File: src/rtl/hilo_unit.sv
// HI/LO register stage for the shift-add MULTU multiplier: iteration tracking, product capture, MFHI/MFLO/MTHI/MTLO.
// Optional HILO_FWD_EN macro: accept MFHI/MFLO in the final RUN cycle and forward the product.
module hilo_unit #(
  parameter int unsigned MUL_CYCLES = 32,
  parameter int unsigned CNT_W      = 6
) (
  input  logic        clk,
  input  logic        reset,
  input  logic        issue,
  input  logic [5:0]  Signal,
  input  logic [31:0] inputA,
  input  logic [63:0] mulResult,
  output logic [31:0] dataOut,
  output logic        busy,
  output logic        done,
  output logic [31:0] hiOut,
  output logic [31:0] loOut
);

  localparam logic [5:0] F_MFHI  = 6'd16;
  localparam logic [5:0] F_MTHI  = 6'd17;
  localparam logic [5:0] F_MFLO  = 6'd18;
  localparam logic [5:0] F_MTLO  = 6'd19;
  localparam logic [5:0] F_MULTU = 6'd25;

  localparam logic [CNT_W-1:0] CNT_LAST = CNT_W'(MUL_CYCLES);

  typedef enum logic {IDLE, RUN} state_t;

  state_t           state, state_n;
  logic [CNT_W-1:0] cnt, cnt_n;
  logic [31:0]      hi_q, hi_n;
  logic [31:0]      lo_q, lo_n;
  logic [31:0]      dout_q, dout_n;
  logic             done_q, done_n;
  logic             last;
  logic             accept;

  assign last = (cnt == CNT_LAST);

`ifdef HILO_FWD_EN
  assign busy = (state == RUN) && !last;
`else
  assign busy = (state == RUN);
`endif

  assign accept  = issue && !busy;
  assign dataOut = dout_q;
  assign done    = done_q;
  assign hiOut   = hi_q;
  assign loOut   = lo_q;

  always_ff @(posedge clk or posedge reset) begin
    if (reset) begin
      state  <= IDLE;
      cnt    <= '0;
      hi_q   <= '0;
      lo_q   <= '0;
      dout_q <= '0;
      done_q <= 1'b0;
    end else begin
      state  <= state_n;
      cnt    <= cnt_n;
      hi_q   <= hi_n;
      lo_q   <= lo_n;
      dout_q <= dout_n;
      done_q <= done_n;
    end
  end

  always_comb begin
    state_n = state;
    cnt_n   = cnt;
    hi_n    = hi_q;
    lo_n    = lo_q;
    dout_n  = dout_q;
    done_n  = 1'b0;
    unique case (state)
      IDLE: begin
        if (accept) begin
          case (Signal)
            F_MFHI:  dout_n = hi_q;
            F_MFLO:  dout_n = lo_q;
            F_MTHI:  hi_n   = inputA;
            F_MTLO:  lo_n   = inputA;
            F_MULTU: begin
              state_n = RUN;
              cnt_n   = CNT_W'(1);
            end
            default: ;
          endcase
        end
      end
      RUN: begin
        if (last) begin
          // Capture wins over any MTHI/MTLO accepted in this cycle.
          hi_n    = mulResult[63:32];
          lo_n    = mulResult[31:0];
          state_n = IDLE;
          cnt_n   = '0;
          done_n  = 1'b1;
`ifdef HILO_FWD_EN
          if (accept && Signal == F_MFHI) dout_n = mulResult[63:32];
          if (accept && Signal == F_MFLO) dout_n = mulResult[31:0];
`endif
        end else begin
          cnt_n = cnt + 1'b1;
        end
      end
      default: state_n = IDLE;
    endcase
  end

endmodule

File: config.mk
export PLATFORM = sky130hd
export DESIGN_NAME = hilo_unit
export DESIGN_NICKNAME = d
export VERILOG_FILES = /design/src/rtl/hilo_unit.sv
export SDC_FILE = /design/constraint.sdc
export NUM_CORES = 1
export LEC_CHECK = 0
export CAP_MARGIN = 25
export CORE_ASPECT_RATIO = 2
export CORE_MARGIN = 1.5
export CORE_UTILIZATION = 47
export CTS_CLUSTER_SIZE = 10
export DETAILED_ROUTE_END_ITERATION = 12
export PLACE_DENSITY_LB_ADDON = 0.05
export SLEW_MARGIN = 20
export SYNTH_ARGS = -nofsm -noshare
export SYNTH_HDL_FRONTEND = slang
export SYNTH_SLANG_ARGS = --single-unit
export TNS_END_PERCENT = 20
File: constraint.sdc
create_clock -name clk -period 9.5 [get_ports clk]
set_clock_uncertainty 0.2 [all_clocks]
set_input_delay 1.425 -clock clk [delete_from_list [all_inputs] [get_ports clk]]
set_output_delay 1.425 -clock clk [all_outputs]
set_load 0.01 [all_outputs]
### Yosys cells after proc, flatten, opt, wreduce, memory -nomap -nowiden

Cells that the tools add are included.

| word-level totals | value |
|---|---|
| latch bits | 0 |
| output and inout bits | 98 |
| bits in registers | 104 |
| word-level logic and storage cells | 45 |
| memory bits (writable) | 0 |
| bits of input ports | 105 |
| ROM bits | 0 |
| memories | 0 |

| cells by class | value |
|---|---|
| multipliers | 0 |
| shift operators | 0 |
| mux-type cells | 19 |
| reduce and logical (&&, ||, !) cells | 7 |
| add/sub/neg operators | 1 |
| bitwise operators | 1 |
| magnitude comparators | 0 |
| eq/ne operators | 11 |
| divide/modulo/power cells | 0 |

Operators with widths:

| operator | count |
|---|---|
| $mux 32 | 6 |
| $pmux 32 s2 | 3 |
| $eq 6x5->1 const B | 5 |
| $mux 6 | 3 |
| $pmux 6 s2 | 1 |
| $reduce_and 3->1 | 3 |
| $ne 2x1->1 const B | 4 |
| $add 6x1->6 const B | 1 |
| $eq 6x6->1 const B | 1 |
| $mux 1 | 5 |
| $ne 2x2->1 const B | 1 |
| $pmux 1 s2 | 1 |
| $reduce_and 2->1 | 1 |
| $reduce_bool 2->1 | 1 |
| $logic_and 1x1->1 | 1 |
| $logic_not 1->1 | 1 |
| $not 1->1 | 1 |

### Logic depth before layout (Yosys ltp)

Gate-level depths: netlist of the first run.

| depth | value |
|---|---|
| word-level depth | 4 |
| mapped depth | 8 |
| depth with buffers taken out | 7 |

### Least setup slack after synthesis of the first run

Ideal clock, no wire load.

| path | value |
|---|---|
| kind | in2reg |
| from | in Signal[5] |
| to | reg hi_q[0], in the netlist hiOut[0] |
| stages on the path | 5 |
| arrival | 2.490 ns |
| path slack | 6.685 ns |
| setup time | 0.125 ns |
| path through | and4bb_2 -> nand4b_1 -> nand2_2 -> buf_6 -> mux2_2 |

| between the ends | value |
|---|---|
| cells in the longest elaborated chain, start to end | 3 |

Ends and longest elaborated chain:

| item | line | text |
|---|---|---|
| start: declaration | 10 | `input logic [5:0] Signal,` |
| $eq 6x5->1 | 81 | `case (Signal)` |
| $ne 2x1->1 (no line) | - |  |
| $reduce_and 3->1 (no line) | - |  |
| end signal: assignment | 64 | `hi_q <= hi_n;` |
| end: declaration | 32 | `logic [31:0] hi_q, hi_n;` |

No other way between the ends.
A chain may end at the register's enable or synchronous reset.

### Final worst setup path of the first run

| path | value |
|---|---|
| from | reg state, in the netlist busy |
| to | out busy |

RTL lines:

| item | line | text |
|---|---|---|
| start: declaration | 30 | `state_t state, state_n;` |
| start signal: assignment | 62 | `state <= state_n;` |
| end: declaration | 14 | `output logic busy,` |

No word-level cell between the ends.

==> flow_summary.toml, run 1 <==
[outcome]
status = "finished clean"

[route]
drt_iter0_drc = 195
drc = 0
wl_per_cell_um = 16.9
num_vias = 4232
wirelength_um = 14000
antenna_left = 0
viasPerCell = 5.12
firstDrtPassIters = 4

[layout]
final_nets = 792
diodes = 0
multi_input_area_sq_um = 2250
drive_above_1_share_pct = 13.5
n_fill_cell = 849
area.growth.synth_to_final_pct = 47.4
fin_cells = 827
seqCellArea_sq_um = 2600
fin_util_pct = 70.7

[floorplanning]
num_rows = 53
die_w_um = 76.1
dieArea_sq_um = 11400
ioPinCount = 203
dieHeight_um = 149
coreArea_sq_um = 10500
start_util_pct = 47.9

[sta]
fmax_mhz = 258
maxSlewViolCount = 0
hold_viol = 0
period_needed_ns = 3.87
finalSetupTns_ns = 0
worstMarginPinSlew_ns = 0.931
grt_setup_unrepaired = "no"
max_slew_margin_pct = 37.7
setup_viol = 0
final.period_utilization_pct = 40.8

[clocking]
clk_pin_slew_ns = 0.06
post_cts_resized = 0
clkSinkCount = 104
cts_setup_buffers = 0
cts_buffers = 9
cts_tree = "done"
cts-root-buf = "clkbuf_16"
clock_latency_ns = 0.34
cts_hold_buf = 0
cts_max_level = 3
clockBufferDepth = 2

[global_routing]
grt_antenna_before_repair = 0
use_met1_pct = 27.0
grt.met2_usage_pct = 48.6
grt_max_degree = 85
track_usage_pct = 25.2
grt_pass1_vias = 4379
grt_overflow_total = 0
grt_pass1_wl_um = 22300
grtUsageMet3_pct = 5.50
grt-busiest-layer = "met2"

[logic_synthesis]
yosys_warnings = 0
syn_avg_cell_area_sq_um = 10.2
synth_ff_type = "dfrtp_1"
synth_area_leaders = "dfrtp_1 (52%), nand2_1 (15%), mux2_2 (13%), mux2i_1 (6.4%), o21ai_0 (3.4%)"
netlist_top_cells_count = "nand2_1 (196), dfrtp_1 (104), mux2_2 (58)"
synthSimpleGateAreaFrac_pct = 17.5
synth-edff-count = 0
syn_inst = 493
yosysTopAreaCell = "dfrtp_1"
synth_compound_area_share_pct = 5.68
synth_top_cell_area_share_pct = 51.8
syn_nets = 600
syn_area_sq_um = 5020
synthMuxAreaShare_pct = 21.0
yosysUniqueCellTypes = 37
synth_fa_ha_area_share_pct = 0.498
ys_seq_area_share_pct = 51.8
yosysMostFrequentCell = "nand2_1"
synth_top_family_by_area = "multiplexers"
synthArstFlopShare_pct = 100
synth_xor_area_share_pct = 0.174
ys_ff_latch = 104

[power_and_ir_drop]
p_leak_nw = 3.62
seq_power_share_pct = 42.5
p_switching_w = 0.000435
power_density_nw_per_um2 = 193
cell_internal_pwr_w = 0.000997
clkPwrFrac_pct = 25.1
swShare_pct = 30.4
power_w = 0.00143
vdd_drop_max_mv = 0.157
pwr-share-comb_pct = 32.4

[setup_path]
reg2regPathDepth = 5
crit_arrival_ns = 2.25
crit_slowest_cell = "dfrtp_2"
path_delay_family = "buffers and inverters"
path_max_fanout = 40
path_class = "reg -> out"
path_cells = "buf_4, clkdlybuf4s50_1"
critPathLaunchType = "flip-flop"
cp-end-kind = "output pin"
cp_num_cells = 2
critical_path.max_stage_delay_ns = 0.78
critPathBufInv = 2
cp_data_required_time_ns = 7.88

[place]
io_buffers = 202
dp.cells = 811
dp_hpwl_um = 10100
place.gp.congestion = 0.804

[run]
max_cap_viol_count = 0

[worst_hold_path]
whs_path_depth = 2
hold_class = "reg -> reg"
## cell families (layout without fill, tap and decap cells)
| family | after synthesis | in the layout |
|---|---|---|
| XOR/XNOR | 1 | 1 |
| buffers and inverters | 31 | 228 |
| AND/OR/NAND/NOR | 215 | 215 |
| adder cells (fa/ha/maj) | 2 | 2 |
| multiplexers | 96 | 96 |
| AO/OA/AOI/OAI | 44 | 44 |
| flip-flops | 104 | 104 |
## worst paths after layout
path	startpoint	end	slack (ns)
max	busy	busy	5.63
min	dataOut[23]	dataOut[23]	0.28
max reg2reg	busy	hiOut[16]	6.37
min reg2reg	dataOut[23]	dataOut[23]	0.28
max in group asynchronous	reset	busy	6.81
min in group asynchronous	reset	hiOut[12]	1.19
## worst min-delay path, delay by kind of cell (launching register included)
family | cells | cell delay, ns
AO/OA/AOI/OAI | 1 | 0.06
flip-flops | 1 | 0.34
AND/OR/NAND/NOR | 1 | 0.04
## power by group through the flow
stage / Clock (W) / Sequential [W] / Combinational (W)
2_1_floorplan: 0 / 0.000626 / 0.000193
3_3_place_gp: 0 / 0.000610 / 0.000456
3_5_place_dp: 0 / 0.000616 / 0.000468
4_1_cts: 0.000368 / 0.000608 / 0.000470
5_1_grt: 0.000388 / 0.000623 / 0.000502
6_report: 0.000360 / 0.000609 / 0.000463
## state kept, by name, indices dropped and copies added, names as in the netlist
register and flops:
loOut 32, cnt 6, done 1, dataOut 32
busy 1, hiOut 32
## final cells by class
cell class                      count  share of cell area [%]
Clock buffer                       11                    3.14
Clock inverter                      5                   0.777
Timing Repair Buffer              207                    27.9
Tap cell                          137                    2.32
Inverter                            5                   0.304
Multi-Input combinational cell    358                    30.4
Sequential cell                   104                    35.2
## stage by stage
stage	worst slack, ns	hold WS, ns	area [sq um]
final	5.63	0.281	7400
after global routing	5.51	0.304	7400
after CTS	5.61	0.285	7400
after detailed placement	5.51	0.270	7110
after global placement	5.61	0.261	7110
after floorplan	5.14	0.268	5020
## cells in the final DEF (no fill, tap or decap), types with 3 or more instances in the layout
| master | n |
|---|---|
| nand2_1 | 196 |
| buf_4 | 4 |
| dfrtp_1 | 103 |
| nand3_1 | 3 |
| mux2_2 | 58 |
| mux2i_1 | 32 |
| and2_1 | 3 |
| clkinvlp_4 | 3 |
| mux2_4 | 4 |
| clkdlybuf4s50_1 | 202 |
| clkbuf_16 | 9 |
| o21ai_0 | 34 |
## metal layers
| metal | share of wire, % | routed length, um |
|---|---|---|
| met1 | 37 | 5120 |
| met2 | 57 | 7910 |
| met3 | 5.1 | 716 |
| met4 | 1.6 | 226 |
| met5 | 0 | 0 |
No activity file was read; power rests on OpenSTA's default activity.
==> inputs of run 2 (changes only) <==
--- a/config.mk
+++ b/config.mk
@@ -8,7 +8,7 @@
 export CAP_MARGIN = 25
 export CORE_ASPECT_RATIO = 2
 export CORE_MARGIN = 1.5
-export CORE_UTILIZATION = 47
+export CORE_UTILIZATION = 44
 export CTS_CLUSTER_SIZE = 10
 export DETAILED_ROUTE_END_ITERATION = 12
 export PLACE_DENSITY_LB_ADDON = 0.05
==> constraint.sdc (replaced) <==
create_clock -name clk -period 4 [get_ports clk]
set_clock_uncertainty 0.2 [all_clocks]
set_input_delay 0.6 -clock clk [delete_from_list [all_inputs] [get_ports clk]]
set_output_delay 0.6 -clock clk [all_outputs]
set_load 0.01 [all_outputs]
==> flow_summary.toml, run 2 (synthesis gave the netlist of run 1 again) <==
[outcome]
status = "finished clean"

[power_and_ir_drop]
pwr-share-comb_pct = 31.1
vdd_drop_max_mv = 0.305
p_switching_w = 0.00105
swShare_pct = 29.5
power_density_nw_per_um2 = 474
power_w = 0.00355
cell_internal_pwr_w = 0.00250
seq_power_share_pct = 40.5
clkPwrFrac_pct = 28.4
p_leak_nw = 3.67

[clocking]
clkSinkCount = 104
cts_tree = "done"
cts_setup_buffers = 0
cts-root-buf = "clkbuf_16"
cts_max_level = 3
post_cts_resized = 0
clock_latency_ns = 0.34
cts_hold_buf = 0
clockBufferDepth = 2
cts_buffers = 9
clk_pin_slew_ns = 0.07

[sta]
grt_setup_unrepaired = "no"
period_needed_ns = 3.04
worstMarginPinSlew_ns = 0.862
hold_viol = 0
finalSetupTns_ns = 0
final.period_utilization_pct = 76.0
maxSlewViolCount = 0
fmax_mhz = 329
setup_viol = 0
max_slew_margin_pct = 42.3

[setup_path]
r2r_start = "busy"
r2r_slack_ns = 1.35
critPathLaunchType = "flip-flop"
crit_slowest_cell = "dfrtp_2"
cp-end-kind = "output pin"
crit_arrival_ns = 2.24
cp_data_required_time_ns = 3.20
path_max_fanout = 41
path_cells = "buf_4, clkdlybuf4s50_1"
path_class = "reg -> out"
critPathBufInv = 2
critical_path.max_stage_delay_ns = 0.75
path_delay_family = "buffers and inverters"
worst_r2r_endpoint = "hiOut[13]"
reg2regPathDepth = 4

[global_routing]
grt_max_degree = 64
track_usage_pct = 24.2
grt_overflow_total = 0
grt_pass1_vias = 4464
grt_antenna_before_repair = 0
grt_pass1_wl_um = 22400

[floorplanning]
dieArea_sq_um = 12100
num_rows = 55
ioPinCount = 203
die_w_um = 78.6
dieHeight_um = 154
start_util_pct = 44.8
coreArea_sq_um = 11200

[route]
viasPerCell = 5.06
num_vias = 4234
drt_iter0_drc = 158
wirelength_um = 14000
antenna_left = 0
drc = 0
firstDrtPassIters = 4
wl_per_cell_um = 16.8

[layout]
drive_above_1_share_pct = 14.0
area.growth.synth_to_final_pct = 49.3
final_nets = 796
n_fill_cell = 933
final_cell_mix = "clkdlybuf4s50_1 (202), nand2_1 (196), dfrtp_1 (103)"
diodes = 0
final_common_cell = "clkdlybuf4s50_1"

[place]
dp_hpwl_um = 10300
place.gp.congestion = 0.849
io_buffers = 202

[run]
max_cap_viol_count = 0

[worst_hold_path]
holdCritStartpoint = "dataOut[31]"
min_to = "dataOut[31]"
hold_class = "reg -> reg"
whs_path_depth = 2
[run 2: cell types whose count changed in the layout (fill, tap and decap cells not counted), moves of 2 or more]
cell,delta
buf_4,+4
bufinv_16,+2
clkinv_2,-2
clkinvlp_4,-2
inv_6,+2
[run 2: cell type report]
type	count	area, sq um	share of cell area, %
inverters	5	21.3	0.284
clock buffers	10	229	3.05
multi-input cells	358	2250	30.0
clock inverters	6	115	1.53
flip-flops and latches	104	2600	34.7
well taps	142	178	2.37
repair buffers	211	2100	28.0
[run 2: how the worst max path moves through the flow]
stage,start,endpoint,slack (ns),depth (start not counted)
3_5_place_dp,issue,hiOut[5],0.95,5
2_1_floorplan,reset,busy,0.47,1
4_1_cts,busy,busy,0.95,2
6_report,busy,busy,0.96,2
3_3_place_gp,issue,hiOut[3],1.01,5
5_1_grt,busy,busy,0.82,2
[run 2: per-layer routing]
metal / vias up / routed length (um) / GRT usage [%]
met5: - / 0 / 0
met4: 0 / 476 / 9.69
met3: 25 / 771 / 5.16
met2: 144 / 7890 / 45.2
met1: 2032 / 4890 / 25.6
li1: 2033 / - / -
[run 2: metrics by stage]
stage	setup WS (ns)	area (sq um)	hold WS (ns)	util, %	instances
after detailed placement	0.955	7160	0.271	63.8	820
final	0.958	7500	0.283	66.9	836
after floorplan	0.468	5020	0.268	-	493
after global placement	1.01	7160	0.263	63.8	820
after CTS	0.947	7500	0.285	66.9	836
after global routing	0.822	7500	0.315	66.9	836
[run 2: worst register-to-register path, stage by stage (launching register included)]
cell      delay [ns]
dfrtp_2         0.63
and4bb_2        0.47
nand4b_1        0.13
nand2_2         0.66
mux2_2          0.43
[run 2: power by group through the flow]
stage,registers [W],clock network [W],logic [W]
final,0.00144,0.00101,0.00111
after global routing,0.00147,0.00108,0.00121
after CTS,0.00144,0.00103,0.00112
after detailed placement,0.00146,0,0.00111
after global placement,0.00145,0,0.00110
after floorplan,0.00149,0,0.000459
==> inputs of run 3 (changes only) <==
--- a/config.mk
+++ b/config.mk
@@ -8,7 +8,7 @@
 export CAP_MARGIN = 25
 export CORE_ASPECT_RATIO = 2
 export CORE_MARGIN = 1.5
-export CORE_UTILIZATION = 44
+export CORE_UTILIZATION = 39
 export CTS_CLUSTER_SIZE = 10
 export DETAILED_ROUTE_END_ITERATION = 12
 export PLACE_DENSITY_LB_ADDON = 0.05
==> constraint.sdc (replaced) <==
create_clock -name clk -period 2.5 [get_ports clk]
set_clock_uncertainty 0.2 [all_clocks]
set_input_delay 0.375 -clock clk [delete_from_list [all_inputs] [get_ports clk]]
set_output_delay 0.375 -clock clk [all_outputs]
set_load 0.01 [all_outputs]
==> flow_summary.toml, run 3 (synthesis gave the netlist of run 1 again) <==
[route]
wirelength_um = 13800
drc = 0
drt_iter0_drc = 120
antenna_left = 0
num_vias = 4216
firstDrtPassIters = 4
viasPerCell = 4.95
wl_per_cell_um = 16.2

[global_routing]
track_usage_pct = 20.7
grt_pass1_vias = 4376
grt_antenna_before_repair = 0
grt_pass1_wl_um = 22100
grt_overflow_total = 0
grt_max_degree = 105

[place]
place.gp.congestion = 0.836
io_buffers = 202
dp_hpwl_um = 10400

[setup_path]
r2r_start = "cnt[0]"
critPathLaunchType = "flip-flop"
path_max_fanout = 38
path_class = "reg -> out"
worst_r2r_endpoint = "loOut[10]"
r2r_slack_ns = 0.23
cp_data_required_time_ns = 1.92
cp-end-kind = "output pin"
crit_arrival_ns = 1.79
reg2regPathDepth = 8

[clocking]
clockBufferDepth = 2
post_cts_resized = 0
cts_hold_buf = 0
cts_buffers = 9
clkSinkCount = 104
clock_latency_ns = 0.34
cts_max_level = 3
clk_pin_slew_ns = 0.07
cts_tree = "done"
cts_setup_buffers = 0
cts-root-buf = "clkbuf_16"

[floorplanning]
ioPinCount = 203
num_rows = 58
start_util_pct = 40.0
dieArea_sq_um = 13600
dieHeight_um = 164
coreArea_sq_um = 12600
die_w_um = 83.3

[power_and_ir_drop]
clkPwrFrac_pct = 26.0
swShare_pct = 29.9
seq_power_share_pct = 41.1
power_density_nw_per_um2 = 727
p_switching_w = 0.00165
p_leak_nw = 3.71
vdd_drop_max_mv = 0.383
pwr-share-comb_pct = 32.9
cell_internal_pwr_w = 0.00387

[worst_hold_path]
whs_path_depth = 2
holdCritStartpoint = "dataOut[26]"
hold_class = "reg -> reg"
min_to = "dataOut[26]"

[layout]
final_cell_mix = "clkdlybuf4s50_1 (202), nand2_1 (196), dfrtp_1 (103)"
multi_input_area_sq_um = 2250
n_fill_cell = 1108
final_nets = 804
diodes = 0
drive_above_1_share_pct = 15.0
area.growth.synth_to_final_pct = 51.0
final_common_cell = "clkdlybuf4s50_1"
seqCellArea_sq_um = 2600

[sta]
worst_hold_slack_ns = 0.278
setup_viol = 0
hold_viol = 0
grt_setup_unrepaired = "no"
fmax_mhz = 423
finalSetupTns_ns = 0
worstMarginPinSlew_ns = 0.563
period_needed_ns = 2.36
maxSlewViolCount = 0
final.period_utilization_pct = 94.5
max_slew_margin_pct = 62.5

[run]
max_cap_viol_count = 0

[outcome]
status = "finished clean"
[run 3: cell type report]
class                   count  share of cell area (%)
clock inverters             4                   0.676
multi-input cells         358                    29.7
repair buffers            219                    29.2
inverters                   5                   0.297
clock buffers              12                    3.38
well taps                 150                    2.47
flip-flops and latches    104                    34.3
[run 3: per-layer routing]
metal	track usage [%]	vias up	routed length [um]
met5	0	-	0
met4	9.47	0	552
met3	4.75	27	689
met2	38.1	137	7460
met1	22.4	2002	5060
li1	-	2050	-
[run 3: worst max-delay path, stage by stage, from the launching register on]
cell	delay, ns
dfrtp_2	0.42
buf_4	0.38
clkdlybuf4s50_1	0.63
[run 3: power by group through the flow]
| stage | combinational (W) | sequential (W) | clock [W] |
|---|---|---|---|
| 2_1_floorplan | 0.000734 | 0.00238 | 0 |
| 3_3_place_gp | 0.00181 | 0.00229 | 0 |
| 4_1_cts | 0.00184 | 0.00227 | 0.00148 |
| 3_5_place_dp | 0.00184 | 0.00230 | 0 |
| 6_report | 0.00181 | 0.00227 | 0.00143 |
| 5_1_grt | 0.00198 | 0.00232 | 0.00155 |
[run 3: how the worst max path moves through the flow]
| stage | startpoint | to | slack (ns) | cells after the start |
|---|---|---|---|---|
| after floorplan | cnt[0] | loOut[20] | 0.44 | 8 |
| after global placement | Signal[5] | dataOut[15] | 0.20 | 6 |
| after detailed placement | Signal[5] | dataOut[3] | 0.18 | 6 |
| after CTS | busy | busy | 0.10 | 2 |
| after global routing | busy | busy | 0.05 | 2 |
| final | busy | busy | 0.14 | 2 |
[run 3: per-stage QoR]
step,total power [W],instances,util (%),setup WS [ns],instance area (sq um)
3_5_place_dp,0.00414,836,58.0,0.184,7280
5_1_grt,0.00585,852,60.4,0.0516,7590
4_1_cts,0.00560,852,60.4,0.102,7590
3_3_place_gp,0.00410,836,58.0,0.198,7280
6_report,0.00552,852,60.4,0.138,7590
2_1_floorplan,0.00311,493,-,0.438,5030
==> RTL edit 1, RTL diff (settings of run 3) <==
Add a define of `HILO_FWD_EN`.
--- a/src/rtl/hilo_unit.sv
+++ b/src/rtl/hilo_unit.sv
@@ -1,5 +1,7 @@
 // HI/LO register stage for the shift-add MULTU multiplier: iteration tracking, product capture, MFHI/MFLO/MTHI/MTLO.
 // Optional HILO_FWD_EN macro: accept MFHI/MFLO in the final RUN cycle and forward the product.
+`define HILO_FWD_EN
+
 module hilo_unit #(
   parameter int unsigned MUL_CYCLES = 32,
   parameter int unsigned CNT_W      = 6
Formal check against the unedited RTL: no difference found for any inputs over 4 cycles, from zero or initial values and one cycle with reset high; that may be too few to reach the edited logic, so the function may still have changed.
==> RTL edit 1 against run 3 <==
  * Power rose by 41%
  * Non-clock buffer count rose by 32
  * Setup slack got worse by 0.083 ns
  * Critical path depth rose by 4
  * Routed wire length rose by 61%
  * Cell area rose by 21%
  * Sequential cell count did not move
  * First-iteration DRC count rose to 2.9 times the old value
  * Worst hold slack got worse by 0.061 ns
  * Area after synthesis rose by 24%
==> RTL edit 1: results (changes against run 3) <==
synth_common_cells: "nand2_1, dfrtp_1, a21o_1"
numCtsBuffers: 9  # unchanged
critPathMaxStageDelay_ns: 0.51  # -0.12 ns
first_pass_iters: 5  # +1
worstReg2RegStart: "cnt[0]"
drt_iter0_drc: 349  # +190%
yosysWarnings: 0  # unchanged
via_per_inst: 5.785  # +17%
grt_pass1_wl_mm: 35.21  # +59%
crit_slowest_cell: "or4b_4"
synthTopCellsByArea: "dfrtp_1, nand2_1, mux2_4"
clk_pin_slew_ns: 0.07  # about the same
drive_gt1_frac: 0.1715  # +0.02189
htreeDepth: 3  # unchanged
cellLeakagePower_nw: 4.159  # +12%
status: "finished, final reports clean"
cts-root-buf: "clkbuf_16"
clock_latency_ns: 0.34  # about the same
period_share: 0.9781  # +0.03321
critPathTopFamily: "simple AND/OR/NAND/NOR gates"
wirelength_mm: 22.21  # +61%
grt_max_degree: 56  # -47%
clockBufferDepth: 2  # unchanged
peakVddDrop_mv: 0.4341  # +13%
hp-class: "input pin to asynchronous set/reset pin"
max_slew_margin: 0.6393  # +0.01461
hpwl_mm: 16.01  # +54%
yosysSeqAreaShare: 0.4167  # -0.1014
gp_congestion: 0.8194  # -2.0%
ys_async_sr_fraction: 1.000  # unchanged
synth_cell_types: 48  # +30%
crit_start: "cnt[0]"
postCtsHoldBufs: 0  # unchanged
n_fill_cell: 1423  # +28%
crit_fanout: 3  # -92%
fin_nets: 972  # +21%
syn_nets: 770  # +28%
first_global_vias: 6670  # +52%
track_usage: 0.2695  # +0.06212
antenna_found_initial: 2  # +2
worst_ep_arrival_time_ns: 1.87  # +0.08 ns
io_buffer_count: 202  # unchanged
[RTL edit 1: cell count changes in the layout (fill, tap and decap cells not counted), moves of 31 or more]
cell,before,now
nand2_1,196,133
a21o_1,0,55
nand2b_1,0,33
a21oi_1,0,32
a41oi_1,0,32
mux2i_1,32,0
or3_1,0,31
[RTL edit 1: cells by family (layout without fill, tap and decap cells)]
family	count (synthesis)	count (layout)	share of synthesized area
and+or+nand+nor	223	223	0.1743
AOI/OAI and AO/OA	202	202	0.2236
DFF	104	104	0.4167
buffers and inverters	68	274	0.04808
muxes	64	64	0.1334
adders and majority gates	2	2	0.004006
other	0	2	0
[RTL edit 1: power by group]
part / leakage (nW) / total, mW / switching, mW / internal [mW]
logic: 2.68 / 3.56 / 1.49 / 2.07
clock network: 0.137 / 1.43 / 0.649 / 0.783
registers: 1.34 / 2.78 / 0.514 / 2.26
[RTL edit 1: layer usage]
layer / wire length (um) / global-route usage
met3: 1352 / 0.03643
met4: 1091 / 0.1477
met5: 0 / 0
met1: 7818 / 0.2968
met2: 11950 / 0.4868
[RTL edit 1: final timing paths]
| check | end | slack [ns] | cells after the start |
|---|---|---|---|
| worst max register to register | dataOut[30] | 0.20 | 7 |
| worst min-delay path | hiOut[26] | 0.22 | 2 |
| min in group clk | hiOut[29] | 0.34 | 1 |
| worst max-delay path | busy | 0.05 | 6 |
| worst min register to register | hiOut[29] | 0.34 | 1 |
| max in group asynchronous | dataOut[14] | 1.31 | 3 |
[RTL edit 1: worst reg2reg max path: stages, from the launching register on]
cell     delay (ns)
dfrtp_1        0.39
inv_1          0.09
ha_1           0.17
or4b_4         0.51
o21ai_4        0.17
buf_6          0.34
a21oi_1        0.14
a41oi_1        0.20
[RTL edit 1: through the flow]
step / setup WS, ns / cell area [sq um] / hold WS (ns) / cells
5_1_grt: -0.01671 / 9183 / 0.2772 / 1072
3_5_place_dp: -0.2752 / 8871 / 0.3242 / 1055
4_1_cts: 0.04306 / 9164 / 0.2248 / 1070
6_report: 0.05469 / 9183 / 0.2169 / 1072
3_3_place_gp: -0.2075 / 8871 / 0.3181 / 1055
2_1_floorplan: 0.1629 / 6250 / 0.3055 / 663
[RTL edit 1: final cells by class]
class / instances / area [sq um] / area share
Sequential cell: 104 / 2606 / 0.2838
Multi-Input combinational cell: 491 / 3416 / 0.3720
Clock inverter: 5 / 65.06 / 0.007085
Tap cell: 201 / 251.5 / 0.02739
Inverter: 8 / 33.78 / 0.003679
Timing Repair Buffer: 251 / 2576 / 0.2806
Clock buffer: 10 / 229.0 / 0.02494
Antenna cell: 2 / 5.005 / 0.0005450
[RTL edit 1: what timing repair did]
item,in CTS,in global routing
setup buffers,0,0
pin swaps,0,0
resized for setup,5,3
setup endpoints to repair,36,31
==> RTL edit 2, RTL diff (config.mk and constraints of run 3) <==
Made on the original files. Take the reset off `hi_q`, `lo_q` and `dout_q` and load them in a clocked block of their own.
--- a/src/rtl/hilo_unit.sv
+++ b/src/rtl/hilo_unit.sv
@@ -54,18 +54,18 @@
     if (reset) begin
       state  <= IDLE;
       cnt    <= '0;
-      hi_q   <= '0;
-      lo_q   <= '0;
-      dout_q <= '0;
       done_q <= 1'b0;
     end else begin
       state  <= state_n;
       cnt    <= cnt_n;
-      hi_q   <= hi_n;
-      lo_q   <= lo_n;
-      dout_q <= dout_n;
       done_q <= done_n;
     end
+  end
+
+  always_ff @(posedge clk) begin
+    hi_q   <= hi_n;
+    lo_q   <= lo_n;
+    dout_q <= dout_n;
   end
 
   always_comb begin
Behaviour: not the same (a bounded check fails within 4 cycles, from zero or initial values and one cycle with reset high).
==> RTL edit 2 against run 3 <==
  * Area after synthesis down 13%
  * Worst hold slack worse by 0.20 ns
  * Sequential cell count unchanged
  * Die area down 12%
  * Count of clock-buffer cells in the layout down 3
  * Setup slack better by 0.18 ns
  * Cell area down 8.3%
  * Synthesized cell count down 28%
  * First-iteration DRC count up 7.5%
  * Routed wire length down 17%
  * Critical endpoint is now loOut[31]
  * Largest cell class unchanged
Power is not compared: it rests on default switching activity, and its combinational part moved more than twofold at a synthesized area within 25%.
==> RTL edit 2: results (changes against run 3) <==
n_fill_cell: 896  # -19%
crit_fanout: 12  # -68%
status: "finished, final reports clean"
drt_iter0_drc: 129  # +7.5%
synthTopCellsByArea: "edfxtp_1, nand2_1, mux2_2"
first_global_vias: 3502  # -20%
gr-usage-met3: 0.05254  # +0.005039
synth_edf_count: 96  # +96
grt_max_degree: 56  # -47%
gp_congestion: 0.7889  # -5.6%
use_met2: 0.3706  # -0.01004
crit_start: "cnt[0]"
wirelength_mm: 11.43  # -17%
yosysSeqAreaShare: 0.7032  # +0.1851
ys_async_sr_fraction: 0.07692  # -0.9231
stdcell_area_sq_um: 6953  # -8.3%
drive_gt1_frac: 0.1111  # -0.03846
use_met1: 0.2001  # -0.02389
synth_cell_types: 27  # -27%
synth_common_cells: "nand2_1, edfxtp_1, mux2_2"
dpl_cell_area_sq_um: 6675  # -8.3%
crit_slowest_cell: "dfrtp_1"
track_usage: 0.1960  # -0.01133
grt_pass1_wl_mm: 17.57  # -21%
hpwl_mm: 8.482  # -18%
syn_nets: 462  # -23%
RTL edit 2: path summary, 6_finish.rpt:
path                              to  slack [ns]
max                        loOut[31]        0.32
min                             done        0.08
max reg2reg                loOut[31]        0.32
min reg2reg                   cnt[5]        0.36
max in group asynchronous       busy        1.77
min in group clk              cnt[5]        0.36
RTL edit 2: final cells by class:
cell class	instances	share of cell area
flip-flops and latches	104	0.4436
repair buffers	212	0.3124
multi-input cells	230	0.1756
clock buffers	9	0.03239
well taps	140	0.02519
clock inverters	6	0.007558
inverters	6	0.003239
RTL edit 2: power by group:
part	switching (mW)	internal (mW)
Combinational	0.320	0.296
Clock	0.611	0.683
Sequential	0.0500	1.98
Total	0.981	2.96
RTL edit 2: kinds of logic (layout without fill, tap and decap cells):
logic type / Yosys count / after routing / synth area share
and+or+nand+nor: 183 / 183 / 0.1678
DFF: 104 / 104 / 0.7032
muxes: 32 / 32 / 0.08219
buffers and inverters: 21 / 233 / 0.02055
AOI/OAI and AO/OA: 13 / 13 / 0.02055
adders and majority gates: 2 / 2 / 0.005707
RTL edit 2: layer usage:
| metal | up-vias | wire length (um) | share of wire |
|---|---|---|---|
| li1 | 1645 | - | - |
| met1 | 1577 | 4029 | 0.35 |
| met2 | 134 | 6450 | 0.56 |
| met3 | 13 | 734 | 0.064 |
| met4 | 0 | 212 | 0.019 |
| met5 | - | 0 | 0 |
RTL edit 2: per-stage QoR:
step           worst slack (ns)  std cells
2_1_floorplan           0.02918        355
3_3_place_gp             0.1277        692
3_5_place_dp            0.08996        692
4_1_cts                  0.2908        707
5_1_grt                  0.1433        707
6_report                 0.3219        707
RTL edit 2: worst max-delay path, delay by kind of cell (launching register included):
kind	cells	cell delay, ns
adder cells (fa/ha/maj)	1	0.13
flip-flops	1	0.43
buffers and inverters	3	0.50
AND/OR/NAND/NOR	2	0.45
AO/OA/AOI/OAI	1	0.17
